<file path="config.mk">
export PLATFORM = sky130hd
export DESIGN_NAME = mult_scaled
export DESIGN_NICKNAME = d
export VERILOG_FILES = /design/src/rtl/mult_scaled.sv
export SDC_FILE = /design/constraint.sdc
export NUM_CORES = 1
export LEC_CHECK = 0
export ABC_AREA = 1
export CAP_MARGIN = 20
export CORE_UTILIZATION = 65
export CTS_BUF_LIST = sky130_fd_sc_hd__clkbuf_8
export CTS_CLUSTER_DIAMETER = 100
export CTS_CLUSTER_SIZE = 10
export DETAILED_ROUTE_END_ITERATION = 8
export DONT_BUFFER_PORTS = 1
export PLACE_DENSITY = 0.8
export SKIP_CTS_REPAIR_TIMING = 1
export SYNTH_ARGS = -nofsm -noshare
export SYNTH_HDL_FRONTEND = slang
export SYNTH_SLANG_ARGS = --single-unit
</file>
<file path="constraint.sdc">
create_clock -name clk_i -period 10.3 [get_ports clk_i]
set_input_delay 1.545 -clock clk_i [delete_from_list [all_inputs] [get_ports clk_i]]
set_output_delay 1.545 -clock clk_i [all_outputs]
set_load 0.02 [all_outputs]
</file>
<file path="src/rtl/mult_scaled.sv">
// Pipelined signed multiplier with programmable rounding shift and
// symmetric saturation to OUTBITS, plus valid strobe and saturation status.
//
// Ports:
//   clk_i        clock, all logic on the rising edge
//   rst_i        synchronous active-high reset
//   a_i, b_i     signed operands (INBITS1, INBITS2 wide)
//   valid_i      operands and shift_i are valid this cycle
//   shift_i      arithmetic right-shift amount, clamped to PW-1
//   clr_i        clears sticky flag and counter
//   result_o     scaled, rounded, saturated product (held between valids)
//   valid_o      result_o updated this cycle (3 cycles after valid_i)
//   sat_o        result_o of this valid_o was saturated
//   sat_sticky_o any saturation since reset/clear
//   sat_cnt_o    saturation event count
//
// Optional feature macro: MULT_SATCNT_EN builds the saturating event
// counter; without it sat_cnt_o is tied to 0.
//
// Status timing: a saturation event is the edge that raises valid_o with
// sat_o = 1. clr_i sampled on that same edge coincides with the event, and
// the set wins (sticky = 1, counter = 1).

module mult_scaled #(
  parameter int INBITS1     = 14,
  parameter int INBITS2     = 14,
  parameter int OUTBITS     = 14,
  parameter int SHIFTBITS   = 5,
  parameter int SATCNT_BITS = 16
) (
  input  logic                          clk_i,
  input  logic                          rst_i,
  input  logic signed [INBITS1-1:0]     a_i,
  input  logic signed [INBITS2-1:0]     b_i,
  input  logic                          valid_i,
  input  logic        [SHIFTBITS-1:0]   shift_i,
  input  logic                          clr_i,
  output logic signed [OUTBITS-1:0]     result_o,
  output logic                          valid_o,
  output logic                          sat_o,
  output logic                          sat_sticky_o,
  output logic        [SATCNT_BITS-1:0] sat_cnt_o
);

  localparam int PW = INBITS1 + INBITS2;
  localparam int SW = $clog2(PW);

  // Output limits, sign-extended to the PW+1 rounding width
  localparam logic signed [PW:0] MAXV =
    {{(PW-OUTBITS+2){1'b0}}, {(OUTBITS-1){1'b1}}};
  localparam logic signed [PW:0] MINV =
    {{(PW-OUTBITS+2){1'b1}}, {(OUTBITS-1){1'b0}}};

  // Stage 1
  logic signed [INBITS1-1:0] a1;
  logic signed [INBITS2-1:0] b1;
  logic        [SW-1:0]      sh1;
  logic                      v1;
  logic        [SW-1:0]      sh_clamp;

  always_comb begin
    if (32'(shift_i) > PW-1) sh_clamp = SW'(PW-1);
    else                     sh_clamp = SW'(shift_i);
  end

  always_ff @(posedge clk_i) begin
    if (rst_i) begin
      a1  <= '0;
      b1  <= '0;
      sh1 <= '0;
      v1  <= 1'b0;
    end else begin
      a1  <= a_i;
      b1  <= b_i;
      sh1 <= sh_clamp;
      v1  <= valid_i;
    end
  end

  // Stage 2: full-width product; shift travels alongside its sample
  logic signed [PW-1:0] p2;
  logic        [SW-1:0] sh2;
  logic                 v2;

  always_ff @(posedge clk_i) begin
    if (rst_i) begin
      p2  <= '0;
      sh2 <= '0;
      v2  <= 1'b0;
    end else begin
      p2  <= PW'(a1) * PW'(b1);
      sh2 <= sh1;
      v2  <= v1;
    end
  end

  // Stage 3: round half up, shift, saturate
  logic signed [PW:0]        pext;
  logic signed [PW:0]        off;
  logic signed [PW:0]        sum;
  logic signed [PW:0]        shd;
  logic                      sat_hi;
  logic                      sat_lo;
  logic                      sat_n;
  logic signed [OUTBITS-1:0] res_n;
  logic                      ev;

  always_comb begin
    pext = {p2[PW-1], p2};
    off  = '0;
    if (sh2 != '0) off = (PW+1)'(1) << (sh2 - SW'(1));
    sum    = pext + off;
    shd    = sum >>> sh2;
    sat_hi = shd > MAXV;
    sat_lo = shd < MINV;
    sat_n  = sat_hi | sat_lo;
    res_n  = shd[OUTBITS-1:0];
    if (sat_hi) res_n = MAXV[OUTBITS-1:0];
    if (sat_lo) res_n = MINV[OUTBITS-1:0];
  end

  assign ev = v2 & sat_n;

  always_ff @(posedge clk_i) begin
    if (rst_i) begin
      result_o     <= '0;
      valid_o      <= 1'b0;
      sat_o        <= 1'b0;
      sat_sticky_o <= 1'b0;
    end else begin
      valid_o      <= v2;
      sat_o        <= ev;
      if (v2) result_o <= res_n;
      sat_sticky_o <= ev | (sat_sticky_o & ~clr_i);
    end
  end

`ifdef MULT_SATCNT_EN
  always_ff @(posedge clk_i) begin
    if (rst_i) begin
      sat_cnt_o <= '0;
    end else if (clr_i) begin
      sat_cnt_o <= ev ? SATCNT_BITS'(1) : '0;
    end else if (ev && !(&sat_cnt_o)) begin
      sat_cnt_o <= sat_cnt_o + SATCNT_BITS'(1);
    end
  end
`else
  assign sat_cnt_o = '0;
`endif

endmodule

</file>
==> flow_metrics.env <==
export IMPL_status="finished clean"
export IMPL_die_area_um2=22300
export IMPL_finalSetupTns_ns=0
export IMPL_worst_ep_required_time_ns=10.59
export IMPL_timing_critical_path_arrival_ns=6.63
export IMPL_tightest_slew_ns=0.987
export IMPL_ioPinCount=70
export IMPL_post_synth_inst_count=2044
export IMPL_grt_overflow_total=0
export IMPL_min_period_over_period=0.616
export IMPL_detailedPlacementHpwl_um=30300
export IMPL_pre_cts_slack_ns=4.09
export IMPL_synth_enable_flop_cells=0
export IMPL_max_freq_ghz=0.158
export IMPL_layout_cells_most_common_list="sky130_fd_sc_hd__nand2_1 (558), sky130_fd_sc_hd__inv_1 (457), sky130_fd_sc_hd__fa_1 (196)"
export IMPL_netlist_cell_type_count=44
export IMPL_finalNetCount=2318
export IMPL_post_synth_cell_area_avg_um2=6.89
export IMPL_average_vias_per_placed_instance=5.48
export IMPL_timing_critical_path_fanout_max=14
export IMPL_power_ir_vdd_worst_v=0.0000836
export IMPL_endpoint_kind="flop"
export IMPL_first_pass_iters=5
export IMPL_gp_congestion=1.07
export IMPL_cts_inserted_buffers=9
export IMPL_maxCapViolCount=0
export IMPL_critical_path_startpoint_type="flop"
export IMPL_slew_violations=0
export IMPL_dieWidth_um=149
export IMPL_residual_antenna_violating_net_count_after_detailed_routing=0
export IMPL_post_synth_instance_area_um2=14100
export IMPL_most_frequent_cp_cell="sky130_fd_sc_hd__fa_1"
export IMPL_netlist_area_leader_share=0.279
export IMPL_floorplan_core_area_um2=21200
export IMPL_setup_worst_path_class="reg -> reg"
export IMPL_diodes=0
export IMPL_synth_ff_type="sky130_fd_sc_hd__dfxtp_1"
export IMPL_grt_max_degree=70
export IMPL_grt_setup_unrepaired="no"
export IMPL_grt_pass1_vias=12500
export IMPL_power_density_nw_per_um2=125
export IMPL_htree_levels=3
export IMPL_finalWorstSetupSlack_ns=3.95
export IMPL_global_route_wire_length_before_repair_um=60300
export IMPL_clock_sinks=85
export IMPL_yosys_warnings=0
export IMPL_hold_viol=0
export IMPL_ys_top_cells_by_area="sky130_fd_sc_hd__fa_1 (28%), sky130_fd_sc_hd__nand2_1 (15%), sky130_fd_sc_hd__inv_1 (12%)"
export IMPL_core_rowCount=53
export IMPL_routed_wl_um=36500
export IMPL_most_common_cell_after_layout_fill_and_taps_aside="sky130_fd_sc_hd__nand2_1"
export IMPL_initial_utilization=0.665
export IMPL_dr_total_vias=12400
export IMPL_timing_critical_path_cells="nand2_1 -> fa_1 -> inv_1 -> fa_1 -> fa_1 -> inv_1 -> fa_1 -> fa_1 -> inv_1 -> fa_1 -> ha_1 -> a21oi_1 -> o21ai_1 -> a21oi_1 -> o21ai_1 -> a21boi_0 -> o21ai_1 -> a31oi_1 -> o21ai_1 -> o21ai_0 -> a21oi_1"
export IMPL_crit_buf_inv=3
export IMPL_setup_violating_endpoint_count_in_the_final_report=0
export IMPL_wl_per_cell_um=16.1
export IMPL_overall_die_height_um=149
export IMPL_fill_cell_count=1881
export IMPL_cp_num_cells=21
export IMPL_seq_area_frac_synth=0.121
export IMPL_clk_root_buffer_cell="sky130_fd_sc_hd__clkbuf_8"
export IMPL_power_leakage_uw=0.00810
export IMPL_fin_worst_skew_ns=0.0230
export IMPL_timing_critical_path_max_delay_family="adder cells"
export IMPL_postSynthRegisterBits=85
export IMPL_worst_hold_class="reg -> reg"
export IMPL_slowest_stage="sky130_fd_sc_hd__dfxtp_1"
export IMPL_detail_route_iter0_violations=831
export IMPL_grt_antenna_before_repair=0
export IMPL_clk_transition_reported_paths_ns=0.10
export IMPL_hold_path_depth=2
export IMPL_cts_tree="built"
export IMPL_postSynth_asyncResetShare=0
export IMPL_r2r_cells=21
export IMPL_slew_headroom=0.342
export IMPL_total_routing_usage_reported_by_global_routing=0.351
export IMPL_final_min_clock_period_ns=6.35
export IMPL_cp_slowest_stage_delay_ns=0.74
export IMPL_final_layout_size_suffix_gt1_frac=0.0346
export IMPL_clk_latency_ns=0.40
export IMPL_area_delta_synth_final_pct=1.62
export IMPL_drc_errors=0
export IMPL_io_buffer_count=0
export IMPL_maximum_number_of_buffers_from_clock_root_to_sink=2
export IMPL_synth_top_area_cell="sky130_fd_sc_hd__fa_1"
sequential cells by signal, indices dropped and copies added (netlist names):
register,count
sat_o,1
valid_o,1
v1,1
sh2,5
result_o,14
a1,14
sh1,5
p2,28
sat_sticky_o,1
v2,1
b1,14
report_power, final:
part / total, uW / switching (uW) / internal, uW
registers: 429 / 52.1 / 376
clock network: 244 / 148 / 95.4
logic: 1110 / 702 / 409
per-layer routing:
layer,GRT usage,part of all wire,vias to the layer above
met1,0.447,0.41,5822
met2,0.590,0.48,484
met5,0,0,-
met4,0.171,0.047,0
met3,0.0434,0.065,117
li1,-,-,6009
synth_stat cells, drive strengths merged (10+ instances only):
cell type,number
dfxtp,85
nor2,139
buf,36
ha,95
a31oi,12
fa,196
nand4,12
o21a,10
inv,459
clkbuf,49
nand2,566
o21ai,49
or2,13
a21oi,81
xnor2,20
nand3,174
nor3,10
through the flow:
stage          hold slack, ns  cells  utilization  total power [uW]  area, um2
2_1_floorplan           0.388   2059            -              1270      14100
3_3_place_gp            0.391   2254        0.667              1490      14100
3_5_place_dp            0.393   2254        0.667              1530      14100
4_1_cts                 0.408   2270        0.676              1770      14300
5_1_grt                 0.433   2270        0.676              1950      14300
6_report                0.407   2270        0.676              1780      14300
worst paths after layout:
check	start	end	slack [ns]
max	a1[6]$_SDFF_PP0_	p2[24]$_SDFF_PP0_	3.95
min	sh1[0]$_SDFF_PP0_	sh2[0]$_SDFF_PP0_	0.41
max reg2reg	a1[6]$_SDFF_PP0_	p2[24]$_SDFF_PP0_	3.95
min reg2reg	sh1[0]$_SDFF_PP0_	sh2[0]$_SDFF_PP0_	0.41
logic make-up (layout without fill, tap and decap cells):
kind of cell,Yosys count,after routing,share of synthesized area
buffers and inverters,546,482,0.152
DFF,85,85,0.121
xor gates and xnor gates,28,28,0.0174
other,1,16,0.000266
adders and majority gates,291,291,0.363
and+or+nand+nor,916,916,0.273
muxes,3,3,0.00213
AOI/OAI and AO/OA,174,174,0.0707
worst reg2reg max path: stages (launching register included):
cell	delay, ns
sky130_fd_sc_hd__dfxtp_1	0.74
sky130_fd_sc_hd__nand2_1	0.20
sky130_fd_sc_hd__fa_1	0.59
sky130_fd_sc_hd__inv_1	0.06
sky130_fd_sc_hd__fa_1	0.46
sky130_fd_sc_hd__fa_1	0.49
sky130_fd_sc_hd__inv_1	0.05
sky130_fd_sc_hd__fa_1	0.46
sky130_fd_sc_hd__fa_1	0.54
sky130_fd_sc_hd__inv_1	0.05
sky130_fd_sc_hd__fa_1	0.47
sky130_fd_sc_hd__ha_1	0.35
sky130_fd_sc_hd__a21oi_1	0.13
sky130_fd_sc_hd__o21ai_1	0.12
sky130_fd_sc_hd__a21oi_1	0.23
sky130_fd_sc_hd__o21ai_1	0.12
sky130_fd_sc_hd__a21boi_0	0.33
sky130_fd_sc_hd__o21ai_1	0.17
sky130_fd_sc_hd__a31oi_1	0.30
sky130_fd_sc_hd__o21ai_1	0.13
sky130_fd_sc_hd__o21ai_0	0.19
sky130_fd_sc_hd__a21oi_1	0.06
final cells by class:
type	instances	area (um2)	share of cell area
clock inverters	7	75.1	0.00525
inverters	461	1740	0.121
flip-flops and latches	85	1700	0.119
repair buffers	5	37.5	0.00262
clock buffers	9	124	0.00866
multi-input cells	1428	10300	0.719
well taps	275	344	0.0241
Note: power is estimated with default switching activity, not from simulation.
